[src/rtl/stmt_lowerer_seq_dispatch.sv]
// Sequential command dispatcher: range-decodes an opcode into one of four lanes, holds the command
// lane*HOLD_SCALE cycles, then issues it downstream. STMT_LOWERER_SEQ_STATS_EN adds err_count.
module stmt_lowerer_seq_dispatch #(
  parameter int unsigned DATA_W     = 8,
  parameter int unsigned HOLD_SCALE = 1
) (
  input  logic              clk,
  input  logic              rst_n,
  input  logic              in_valid,
  output logic              in_ready,
  input  logic [7:0]        in_op,
  input  logic [DATA_W-1:0] in_data,
  output logic              out_valid,
  input  logic              out_ready,
  output logic [1:0]        out_lane,
  output logic [DATA_W-1:0] out_data,
  output logic              err_pulse,
`ifdef STMT_LOWERER_SEQ_STATS_EN
  output logic [15:0]       err_count,
`endif
  output logic              busy
);

  typedef enum logic [1:0] {StIdle, StHold, StIssue} state_e;

  localparam logic [2:0] Scale = 3'(HOLD_SCALE);

  state_e            state_q;
  logic [4:0]        hold_q;
  logic [1:0]        lane_q;
  logic [DATA_W-1:0] data_q;
  logic              valid_q;
  logic              err_q;

  logic              dec_match;
  logic [1:0]        dec_lane;
  logic [4:0]        hold_calc;
  logic              accept;
  logic              drop;

  // First match wins; the top-bit wildcard only applies once the explicit ranges miss.
  always_comb begin
    dec_match = 1'b1;
    dec_lane  = 2'd0;
    case (in_op) inside
      8'h00:          dec_lane = 2'd0;
      [8'h10:8'h1F]:  dec_lane = 2'd1;
      [8'h20:8'h23]:  dec_lane = 2'd2;
      default: begin
        casez (in_op)
          8'b1???????: dec_lane  = 2'd3;
          default:     dec_match = 1'b0;
        endcase
      end
    endcase
  end

  // Scaled hold length selected from a bounded sweep over every 3-bit lane index.
  always_comb begin
    hold_calc = 5'd0;
    for (int unsigned i = 0; i < 8; i++) begin
      if (3'(i) == {1'b0, dec_lane}) hold_calc = 5'(i) * 5'(Scale);
    end
  end

  assign in_ready  = rst_n && (state_q == StIdle);
  assign accept    = in_valid && in_ready;
  assign drop      = accept && !dec_match;
  assign out_valid = valid_q;
  assign out_lane  = lane_q;
  assign out_data  = data_q;
  assign err_pulse = err_q;
  assign busy      = (state_q != StIdle);

  always_ff @(posedge clk) begin
    if (!rst_n) begin
      state_q <= StIdle;
      hold_q  <= 5'd0;
      lane_q  <= 2'd0;
      data_q  <= '0;
      valid_q <= 1'b0;
      err_q   <= 1'b0;
    end else begin
      err_q <= drop;
      case (state_q)
        StIdle: begin
          if (accept && dec_match) begin
            lane_q <= dec_lane;
            data_q <= in_data;
            if (hold_calc == 5'd0) begin
              state_q <= StIssue;
              valid_q <= 1'b1;
            end else begin
              hold_q  <= hold_calc;
              state_q <= StHold;
            end
          end
        end
        StHold: begin
          hold_q <= hold_q - 5'd1;
          if (hold_q == 5'd1) begin
            state_q <= StIssue;
            valid_q <= 1'b1;
          end
        end
        StIssue: begin
          if (out_ready) begin
            valid_q <= 1'b0;
            state_q <= StIdle;
          end
        end
        default: state_q <= StIdle;
      endcase
    end
  end

`ifdef STMT_LOWERER_SEQ_STATS_EN
  logic [15:0] err_cnt_q;

  always_ff @(posedge clk) begin
    if (!rst_n) begin
      err_cnt_q <= 16'd0;
    end else if (drop && (err_cnt_q != 16'hFFFF)) begin
      err_cnt_q <= err_cnt_q + 16'd1;
    end
  end

  assign err_count = err_cnt_q;
`endif

endmodule

[config.mk]
export PLATFORM = sky130hd
export DESIGN_NAME = stmt_lowerer_seq_dispatch
export DESIGN_NICKNAME = d
export VERILOG_FILES = /design/src/rtl/stmt_lowerer_seq_dispatch.sv
export SDC_FILE = /design/constraint.sdc
export NUM_CORES = 1
export LEC_CHECK = 0
export ABC_CLOCK_PERIOD_IN_PS = 3860
export BUFFER_PORTS_ARGS = -buffer_cell sky130_fd_sc_hd__buf_2
export CAP_MARGIN = 0
export CELL_PAD_IN_SITES_DETAIL_PLACEMENT = 1
export CELL_PAD_IN_SITES_GLOBAL_PLACEMENT = 2
export CORE_UTILIZATION = 25
export DETAILED_ROUTE_END_ITERATION = 6
export GPL_TIMING_DRIVEN = 0
export PLACE_DENSITY_LB_ADDON = 0.1
export RECOVER_POWER = 25
export SYNTH_ARGS = -nofsm -noshare
export SYNTH_HDL_FRONTEND = slang
export SYNTH_SLANG_ARGS = --single-unit
[constraint.sdc]
create_clock -name clk -period 3.86 [get_ports clk]
set_clock_uncertainty 0.2 [all_clocks]
set_input_delay 0.772 -clock clk [delete_from_list [all_inputs] [get_ports clk]]
set_output_delay 0.772 -clock clk [all_outputs]
set_load 0.01 [all_outputs]
==> results of run 1 <==
==> power by group through the flow <==
stage	Sequential [mW]	Clock [mW]	Combinational, mW
after floorplan	0.233	0	0.0570
after global placement	0.230	0	0.101
after detailed placement	0.231	0	0.104
after CTS	0.226	0.110	0.105
after global routing	0.229	0.122	0.115
final	0.226	0.102	0.100
==> cell type report <==
class,count,area share [%]
Buffer,2,0.7821
Clock buffer,3,2.011
Clock inverter,1,0.4469
Inverter,7,2.346
Multi-Input combinational cell,80,41.23
Sequential cell,19,33.97
Tap cell,46,5.140
Timing Repair Buffer,33,14.08
==> state kept, by name, summed over array words and instances, names as in the netlist <==
register	flops
out_data	8
hold_q	5
state_q	2
err_pulse	1
out_lane	2
out_valid	1
==> path summary, 6_finish.rpt <==
check,to,cells after the start,startpoint,slack (ns)
setup / recovery,out_lane[0]$_SDFFE_PN0P_,6,in_op[3],1.36
hold / removal,out_data[5]$_SDFFE_PN0P_,2,out_data[5]$_SDFFE_PN0P_,0.26
setup reg to reg,out_lane[0]$_SDFFE_PN0P_,5,state_q[1]$_SDFFE_PN0P_,1.89
hold reg to reg,out_data[5]$_SDFFE_PN0P_,2,out_data[5]$_SDFFE_PN0P_,0.26
==> routing by layer <==
layer	global-route usage [%]	share of wire, %	vias to the layer above
li1	-	-	454
met1	20.43	48	404
met2	21.35	45	24
met3	2.692	5.3	2
met4	6.667	0.92	0
met5	0	0	-
==> per-stage QoR <==
stage                     power [mW]  hold WS (ns)  setup WS (ns)  util [%]
after floorplan               0.2903        0.2645          1.682         -
after global placement        0.3311        0.2412          1.303     32.89
after detailed placement      0.3353        0.2482          1.241     32.89
after CTS                     0.4413        0.2669          1.536     33.70
after global routing          0.4666        0.2872          1.153     33.04
final                         0.4280        0.2611          1.357     33.04
==> layout by cell type, fill, tap and decap left out, types with 4 or more instances in the layout <==
cell type	count
clkbuf_1	7
nand2_1	24
a31oi_1	4
inv_1	7
nor2_1	4
dfxtp_1	19
o21ai_0	13
buf_2	28
a21oi_1	6
or3_1	4
==> worst max-delay path, cell delays in order <==
cell and delay [ns]:
clkbuf_1 0.09, nor4b_1 0.53, a21oi_1 0.24, a21oi_2 0.43, buf_2 0.31, o21ai_0 0.11
==> kinds of logic (layout without fill, tap and decap cells) <==
logic type | after synthesis | count (layout) | synth area share, %
simple gates | 46 | 46 | 26.79
flops | 19 | 19 | 42.64
buf+inv | 9 | 46 | 3.927
compound gates | 32 | 32 | 23.84
fa+ha+maj | 2 | 2 | 2.805
==> metrics.yaml, run 1 <==
finalHoldViolations: 0
synthToLayoutAreaGrowth_pct: 25.53
clkPwrFrac_pct: 23.8
max_clock_freq_mhz: 399.5
ys_ff_latch: 19
core_area_mm2: 0.003390
slew_viol_final: 0
clockRootBuffer: "clkbuf_4"
dp.cells: 187
seq_area_um2: 380.4
rsz0062_at_grt: "no"
synth_flop_cell: "dfxtp_1"
tns_ns: 0
yosysTopAreaCell: "dfxtp_1"
grt_max_degree: 12
routedWlPerCell_um: 12.58
drt_first_iter_violations: 18
postPlaceCellArea_mm2: 0.001115
vias: 884
gp_congestion: 0.6935
yosysMostFrequentCell: "nand2_1"
crit_path_max_fanout: 10
synth_top_area_share_pct: 42.64
maxCapViolations: 0
synth_edf_count: 0
clkLatencyLatePin_ns: 0.29
path_clk_slew_ns: 0.11
dp.final_hpwl_um: 1856
vias_per_cell: 4.628
cp.required_ns: 3.84
num_io_pins: 34
syn_nets: 130
switching_share_pct: 31.24
ys_warn_count: 0
syn_area_um2: 892.1
finalSetupViolations: 0
port_buffers: 33
htree_levels: 1
comb_power_share_pct: 23.4
timing.final.crit_period_ns: 2.503
syn_avg_cell_area_um2: 8.260
critical_path_arrival_ns: 2.49
synthTopCellsByArea: "dfxtp_1, nand2_1, o21ai_0, a21oi_1, inv_1"
cp-start-kind: "input port"
synth_cells: 108
crit_type: "input port to flop"
slew_headroom_pct: 62.93
routed_wl_um: 2403
grt_pass1_wl_um: 3926
tritoncts: "yes"
cts_setup_buffers: 0
dieHeight_um: 61.74
antenna_found_initial: 0
cts_hold_buf: 0
drive_above_1_share_pct: 24.83
ys_seq_area_share_pct: 42.64
cts.sinks: 19
cts_max_path_buffers: 2
start_util_pct: 26.32
ant_nets: 0
grt_use_total_pct: 14.47
status: "completed"
p_seq_share_pct: 52.8
cts.repair.resized: 0
yosysUniqueCellTypes: 29
dieArea_mm2: 0.003811
synthArstFlopShare_pct: 0
overflow: 0
die_w_um: 61.74
worst_pin_slew_ns: 0.5483
vdd_ir_drop_max_mv: 0.1181
p_int_mw: 0.2943
final_nets: 168
cts_made_buffers: 3
multi_input_area_um2: 461.7
p_per_area_mw_per_mm2: 382.2
cp-end-kind: "flop"
grt_pass1_vias: 826
hp-class: "flop to flop"
firstDrtPassIters: 4
fin_crit_sh_pct: 64.85
diodes: 0
leakage_nw: 0.4845
fill_cells: 440
drc: 0
synth_commonest_cells: "nand2_1, dfxtp_1, o21ai_0"
layout.cells.non_filler: 191
final_area_mm2: 0.001120
p_sw_mw: 0.1337
rows: 21
Note: power is estimated with default switching activity, not from simulation.
==> run 2, diff against run 1 <==
--- a/config.mk
+++ b/config.mk
@@ -5,12 +5,12 @@
 export SDC_FILE = /design/constraint.sdc
 export NUM_CORES = 1
 export LEC_CHECK = 0
-export ABC_CLOCK_PERIOD_IN_PS = 3860
+export ABC_CLOCK_PERIOD_IN_PS = 2200
 export BUFFER_PORTS_ARGS = -buffer_cell sky130_fd_sc_hd__buf_2
 export CAP_MARGIN = 0
 export CELL_PAD_IN_SITES_DETAIL_PLACEMENT = 1
 export CELL_PAD_IN_SITES_GLOBAL_PLACEMENT = 2
-export CORE_UTILIZATION = 25
+export CORE_UTILIZATION = 23
 export DETAILED_ROUTE_END_ITERATION = 6
 export GPL_TIMING_DRIVEN = 0
 export PLACE_DENSITY_LB_ADDON = 0.1
==> constraint.sdc (replaced) <==
create_clock -name clk -period 2.2 [get_ports clk]
set_clock_uncertainty 0.2 [all_clocks]
set_input_delay 0.44 -clock clk [delete_from_list [all_inputs] [get_ports clk]]
set_output_delay 0.44 -clock clk [all_outputs]
set_load 0.01 [all_outputs]
==> metrics.yaml, run 2 (same netlist as run 1, synthesis figures left out) <==
status: "completed"
cp_cell_sequence: "buf_2 > nor4b_4 > a21oi_1 > a21oi_2 > buf_2 > o21ai_0"
cts_hold_buf: 0  # unchanged
timing.final.crit_period_ns: 1.960
p_int_mw: 0.5769  # +96%
drt_first_iter_violations: 43  # +25
finalSetupViolations: 0  # unchanged
drt-met1-wl_um: 1111  # -4.1%
startpoint: "in_op[3]"
final_area_mm2: 0.001152  # +2.9%
switching_share_pct: 29.62  # -1.6 points
tritoncts: "yes"
start_util_pct: 24.19  # -2.1 points
crit_type: "input port to flop"
finalPower_mw: 0.8197  # +92%
layout_common_cells: "buf_2, nand2_1, dfxtp_1"
vias: 910  # +2.9%
r2r_start: "state_q[1]$_SDFFE_PN0P_"
htree_levels: 1  # unchanged
ant_nets: 0  # unchanged
critical_path_arrival_ns: 1.89  # -0.60 ns
max_clock_freq_mhz: 510.3
postPlaceCellArea_mm2: 0.001117  # +0.22%
cpLargestDelayFamily: "compound AO/OA/AOI/OAI gates"
top_layer: "met4"
cp-start-kind: "input port"
cts_made_buffers: 3  # unchanged
rsz0062_at_grt: "no"
slowest_delay_ns: 0.40  # -0.13 ns
num_io_pins: 34  # unchanged
dieHeight_um: 64.28  # +4.1%
final_nets: 168  # unchanged
gp_congestion: 0.6979  # +0.63%
p_sw_mw: 0.2428  # +82%
final_common_cell: "buf_2"
cts_setup_buffers: 0  # unchanged
overflow: 0  # unchanged
routed_wl_um: 2394  # -0.37%
worst_pin_slew_ns: 0.5989  # +0.05066 ns
met3_length_um: 104  # -18%
routedWlPerCell_um: 12.40  # -1.4%
firstDrtPassIters: 2  # -2
port_buffers: 33  # unchanged
core_area_mm2: 0.003689  # +8.8%
clkLatencyLatePin_ns: 0.25  # -0.04 ns
cts.sinks: 19  # unchanged
vdd_ir_drop_max_mv: 0.2096  # +77%
dieArea_mm2: 0.004132  # +8.4%
synthToLayoutAreaGrowth_pct: 29.17
die_w_um: 64.28  # +4.1%
largest_reg_flops: 8  # unchanged
cp_num_buf_inv: 2  # unchanged
p_seq_share_pct: 48.5  # -4.3 points
maxCapViolations: 0  # unchanged
grt_pass1_vias: 922  # +12%
reg2reg_to: "out_lane[0]$_SDFFE_PN0P_"
routed-wl-met2_um: 1146  # +4.8%
antenna_found_initial: 0  # unchanged
fin_crit_sh_pct: 89.07
finalHoldViolations: 0  # unchanged
clockRootBuffer: "clkbuf_8"
cts.repair.resized: 0  # unchanged
cpMostUsedCell: "buf_2"
slew_headroom_pct: 59.51  # -3.4 points
leakage_nw: 0.4866  # +0.42%
fin_util_pct: 31.24  # -1.8 points
cp.required_ns: 2.13  # -1.71 ns
crit_path_max_fanout: 10  # unchanged
grt_use_total_pct: 13.17  # -1.3 points
hp-class: "input port to flop"
path_depth: 6  # unchanged
grt_pass1_wl_um: 4243  # +8.1%
cp-end-kind: "flop"
comb_power_share_pct: 21.3  # -2.1 points
crit_path_end: "out_lane[0]$_SDFFE_PN0P_"
diodes: 0  # unchanged
path_clk_slew_ns: 0.07  # -0.04 ns
cp_slowest_cell: "a21oi_2"
rows: 22  # +4.8%
vias_per_cell: 4.715  # +1.9%
p_per_area_mw_per_mm2: 711.3  # +86%
cts_max_path_buffers: 2  # unchanged
clkPwrFrac_pct: 30.2  # +6.4 points
drive_above_1_share_pct: 23.45  # -1.4 points
r2r_cells: 5  # unchanged
grt_max_degree: 11  # -1
r2r_slack_ns: 0.25  # -1.64 ns
drc: 0  # unchanged
slew_viol_final: 0  # unchanged
dp.final_hpwl_um: 1838  # -0.98%
-- run 2: worst min path at each step --
| stage | from | endpoint | cells after the start |
|---|---|---|---|
| 2_1_floorplan | hold_q[4]$_SDFFE_PN0P_ | hold_q[4]$_SDFFE_PN0P_ | 2 |
| 3_3_place_gp | out_data[6]$_SDFFE_PN0P_ | out_data[6]$_SDFFE_PN0P_ | 2 |
| 3_5_place_dp | out_lane[0]$_SDFFE_PN0P_ | out_lane[0]$_SDFFE_PN0P_ | 2 |
| 4_1_cts | in_data[6] | out_data[6]$_SDFFE_PN0P_ | 3 |
| 5_1_grt | in_data[7] | out_data[7]$_SDFFE_PN0P_ | 3 |
| 6_report | in_data[6] | out_data[6]$_SDFFE_PN0P_ | 3 |
-- run 2: cell type report --
type                    instances  area [um2]
well taps                      48       60.06
fillers                       483        2536
plain buffers                   2       8.758
clock buffers                   4       45.04
inverters                       7       26.28
repair buffers                 33       155.1
multi-input cells              80       476.7
flip-flops and latches         19       380.4
-- run 2: layer usage --
layer	GRT usage [%]	vias to the layer above
li1	-	452
met5	0	-
met4	5.833	0
met2	22.11	21
met3	2.679	4
met1	16.04	433
-- run 2: power groups by stage --
stage                     Sequential (mW)  Combinational, mW  Clock [mW]
after floorplan                     0.409              0.100           0
after global placement              0.404              0.176           0
final                               0.397              0.175       0.248
after detailed placement            0.405              0.180           0
after CTS                           0.397              0.181       0.260
after global routing                0.402              0.198       0.271
-- run 2: worst min-delay path, stage by stage --
cell and delay, ns:
buf_2 0.07, nand2_1 0.04, o21ai_0 0.05
-- run 2: per-stage QoR --
step / worst slack (ns) / TNS, ns / hold slack [ns] / cells
after floorplan: 0.3538 / 0 / 0.2645 / 108
after global placement: -0.04133 / -0.09013 / 0.2434 / 189
after detailed placement: -0.08302 / -0.6083 / 0.2514 / 189
after CTS: 0.1761 / 0 / 0.1732 / 193
after global routing: 0.04603 / 0 / 0.1885 / 193
final: 0.2404 / 0 / 0.1770 / 193
==> run 3, diff against run 2 <==
--- a/config.mk
+++ b/config.mk
@@ -10,6 +10,7 @@
 export CAP_MARGIN = 0
 export CELL_PAD_IN_SITES_DETAIL_PLACEMENT = 1
 export CELL_PAD_IN_SITES_GLOBAL_PLACEMENT = 2
+export CORE_MARGIN = 4
 export CORE_UTILIZATION = 23
 export DETAILED_ROUTE_END_ITERATION = 6
 export GPL_TIMING_DRIVEN = 0
==> metrics.yaml, run 3 (same netlist as run 1, synthesis figures left out) <==
vias: 879  # -3.4%
tritoncts: "yes"
p_per_area_mw_per_mm2: 709.1  # -0.31%
ant_nets: 0  # unchanged
cp-start-kind: "input port"
diodes: 0  # unchanged
antenna_found_initial: 0  # unchanged
rows: 22  # unchanged
cts_max_path_buffers: 2  # unchanged
dieHeight_um: 70.28  # +9.3%
grt_use_total_pct: 10.81  # -2.4 points
htree_levels: 1  # unchanged
cts_hold_buf: 0  # unchanged
grt_pass1_vias: 944  # +2.4%
overflow: 0  # unchanged
drive_above_1_share_pct: 24.83  # +1.4 points
r2r_slack_ns: 0.27  # +0.02 ns
cp-end-kind: "flop"
maxCapViolations: 0  # unchanged
routedWlPerCell_um: 12.94  # +4.3%
synthToLayoutAreaGrowth_pct: 29.45
pre_cts_slack_ns: -0.08140  # +0.001621 ns
slew_viol_final: 0  # unchanged
p_seq_share_pct: 48.5  # about the same
dieArea_mm2: 0.004939  # +20%
num_io_pins: 34  # unchanged
fin_util_pct: 31.08  # -0.16 points
clockRootBuffer: "clkbuf_8"
worst_pin_slew_ns: 0.5694  # -0.02948 ns
timing.final.crit_period_ns: 1.951  # -0.009018 ns
rsz0062_at_grt: "no"
finalPower_mw: 0.8189  # about the same
crit_type: "input port to flop"
cp.required_ns: 2.14  # about the same
hp-class: "input port to flop"
cts.sinks: 19  # unchanged
firstDrtPassIters: 4  # +2
start_util_pct: 24.01  # -0.18 points
gp_congestion: 0.7392  # +5.9%
vias_per_cell: 4.554  # -3.4%
switching_share_pct: 29.90  # +0.28 points
dp.final_hpwl_um: 1937  # +5.4%
comb_power_share_pct: 21.4  # about the same
slew_headroom_pct: 61.50  # +2.0 points
core_area_mm2: 0.003716  # +0.75%
leakage_nw: 0.4937  # +1.5%
finalSetupViolations: 0  # unchanged
fill_cells: 497  # +2.9%
cts.repair.resized: 0  # unchanged
port_buffers: 33  # unchanged
routed_wl_um: 2498  # +4.3%
grt_pass1_wl_um: 4395  # +3.6%
status: "completed"
final_common_cell: "buf_2"
clkPwrFrac_pct: 30.1  # about the same
p_int_mw: 0.5741  # -0.49%
die_w_um: 70.28  # +9.3%
final_nets: 168  # unchanged
largest_reg_flops: 8  # unchanged
critical_path_arrival_ns: 1.89  # about the same
crit_path_max_fanout: 10  # unchanged
clkLatencyLatePin_ns: 0.25  # about the same
drc: 0  # unchanged
p_sw_mw: 0.2448  # +0.84%
fin_crit_sh_pct: 88.66  # -0.41 points
cts_setup_buffers: 0  # unchanged
drt_first_iter_violations: 42  # -2.3%
finalHoldViolations: 0  # unchanged
layout_common_cells: "buf_2, nand2_1, dfxtp_1"
fin_ws_ns: 0.2494  # +0.009018 ns
vdd_ir_drop_max_mv: 0.2713  # +29%
path_clk_slew_ns: 0.08  # about the same
max_clock_freq_mhz: 512.7  # +0.46%
tns_ns: 0  # unchanged
grt_max_degree: 12  # +1
cts_made_buffers: 3  # unchanged
[run 3: area by class of cell]
cell class / instances / area (um2) / share of cell area [%]
Tap cell: 48 / 60.06 / 5.200
Sequential cell: 19 / 380.4 / 32.94
Inverter: 7 / 26.28 / 2.275
Clock inverter: 1 / 5.005 / 0.4334
Buffer: 2 / 8.758 / 0.7584
Timing Repair Buffer: 33 / 156.4 / 13.54
Clock buffer: 3 / 41.29 / 3.575
Multi-Input combinational cell: 80 / 476.7 / 41.28
[run 3: power groups by stage]
stage | sequential, mW | combinational [mW] | clock, mW
detailed placement | 0.405 | 0.181 | 0
finish | 0.397 | 0.175 | 0.247
floorplan | 0.409 | 0.100 | 0
global route | 0.403 | 0.201 | 0.275
CTS | 0.397 | 0.182 | 0.260
global placement | 0.403 | 0.178 | 0
[run 3: layer usage]
layer	track usage [%]	vias up	wire, um
li1	-	452	-
met1	14.42	403	1245
met2	17.46	22	1120
met3	2.590	2	122
met4	2.553	0	10
met5	0	-	0
[run 3: through the flow]
step / cell area [um2] / instances / hold slack, ns
after floorplan: 892.1 / 108 / 0.2645
after global placement: 1117 / 189 / 0.2406
after detailed placement: 1117 / 189 / 0.2475
after CTS: 1164 / 193 / 0.1725
after global routing: 1155 / 193 / 0.1789
final: 1155 / 193 / 0.1764
[run 3: path summary, 6_finish.rpt]
check | start | to | depth (start not counted)
worst min register to register | out_data[2]$_SDFFE_PN0P_ | out_data[2]$_SDFFE_PN0P_ | 2
worst max register to register | state_q[1]$_SDFFE_PN0P_ | out_lane[1]$_SDFFE_PN0P_ | 5
worst max-delay path | in_op[3] | out_lane[1]$_SDFFE_PN0P_ | 6
worst min-delay path | in_data[1] | out_data[1]$_SDFFE_PN0P_ | 3
[run 3: worst max-delay path, stage by stage]
cell	delay (ns)
buf_2	0.12
nor4b_4	0.31
a21oi_1	0.18
a21oi_2	0.41
buf_2	0.30
o22ai_1	0.11
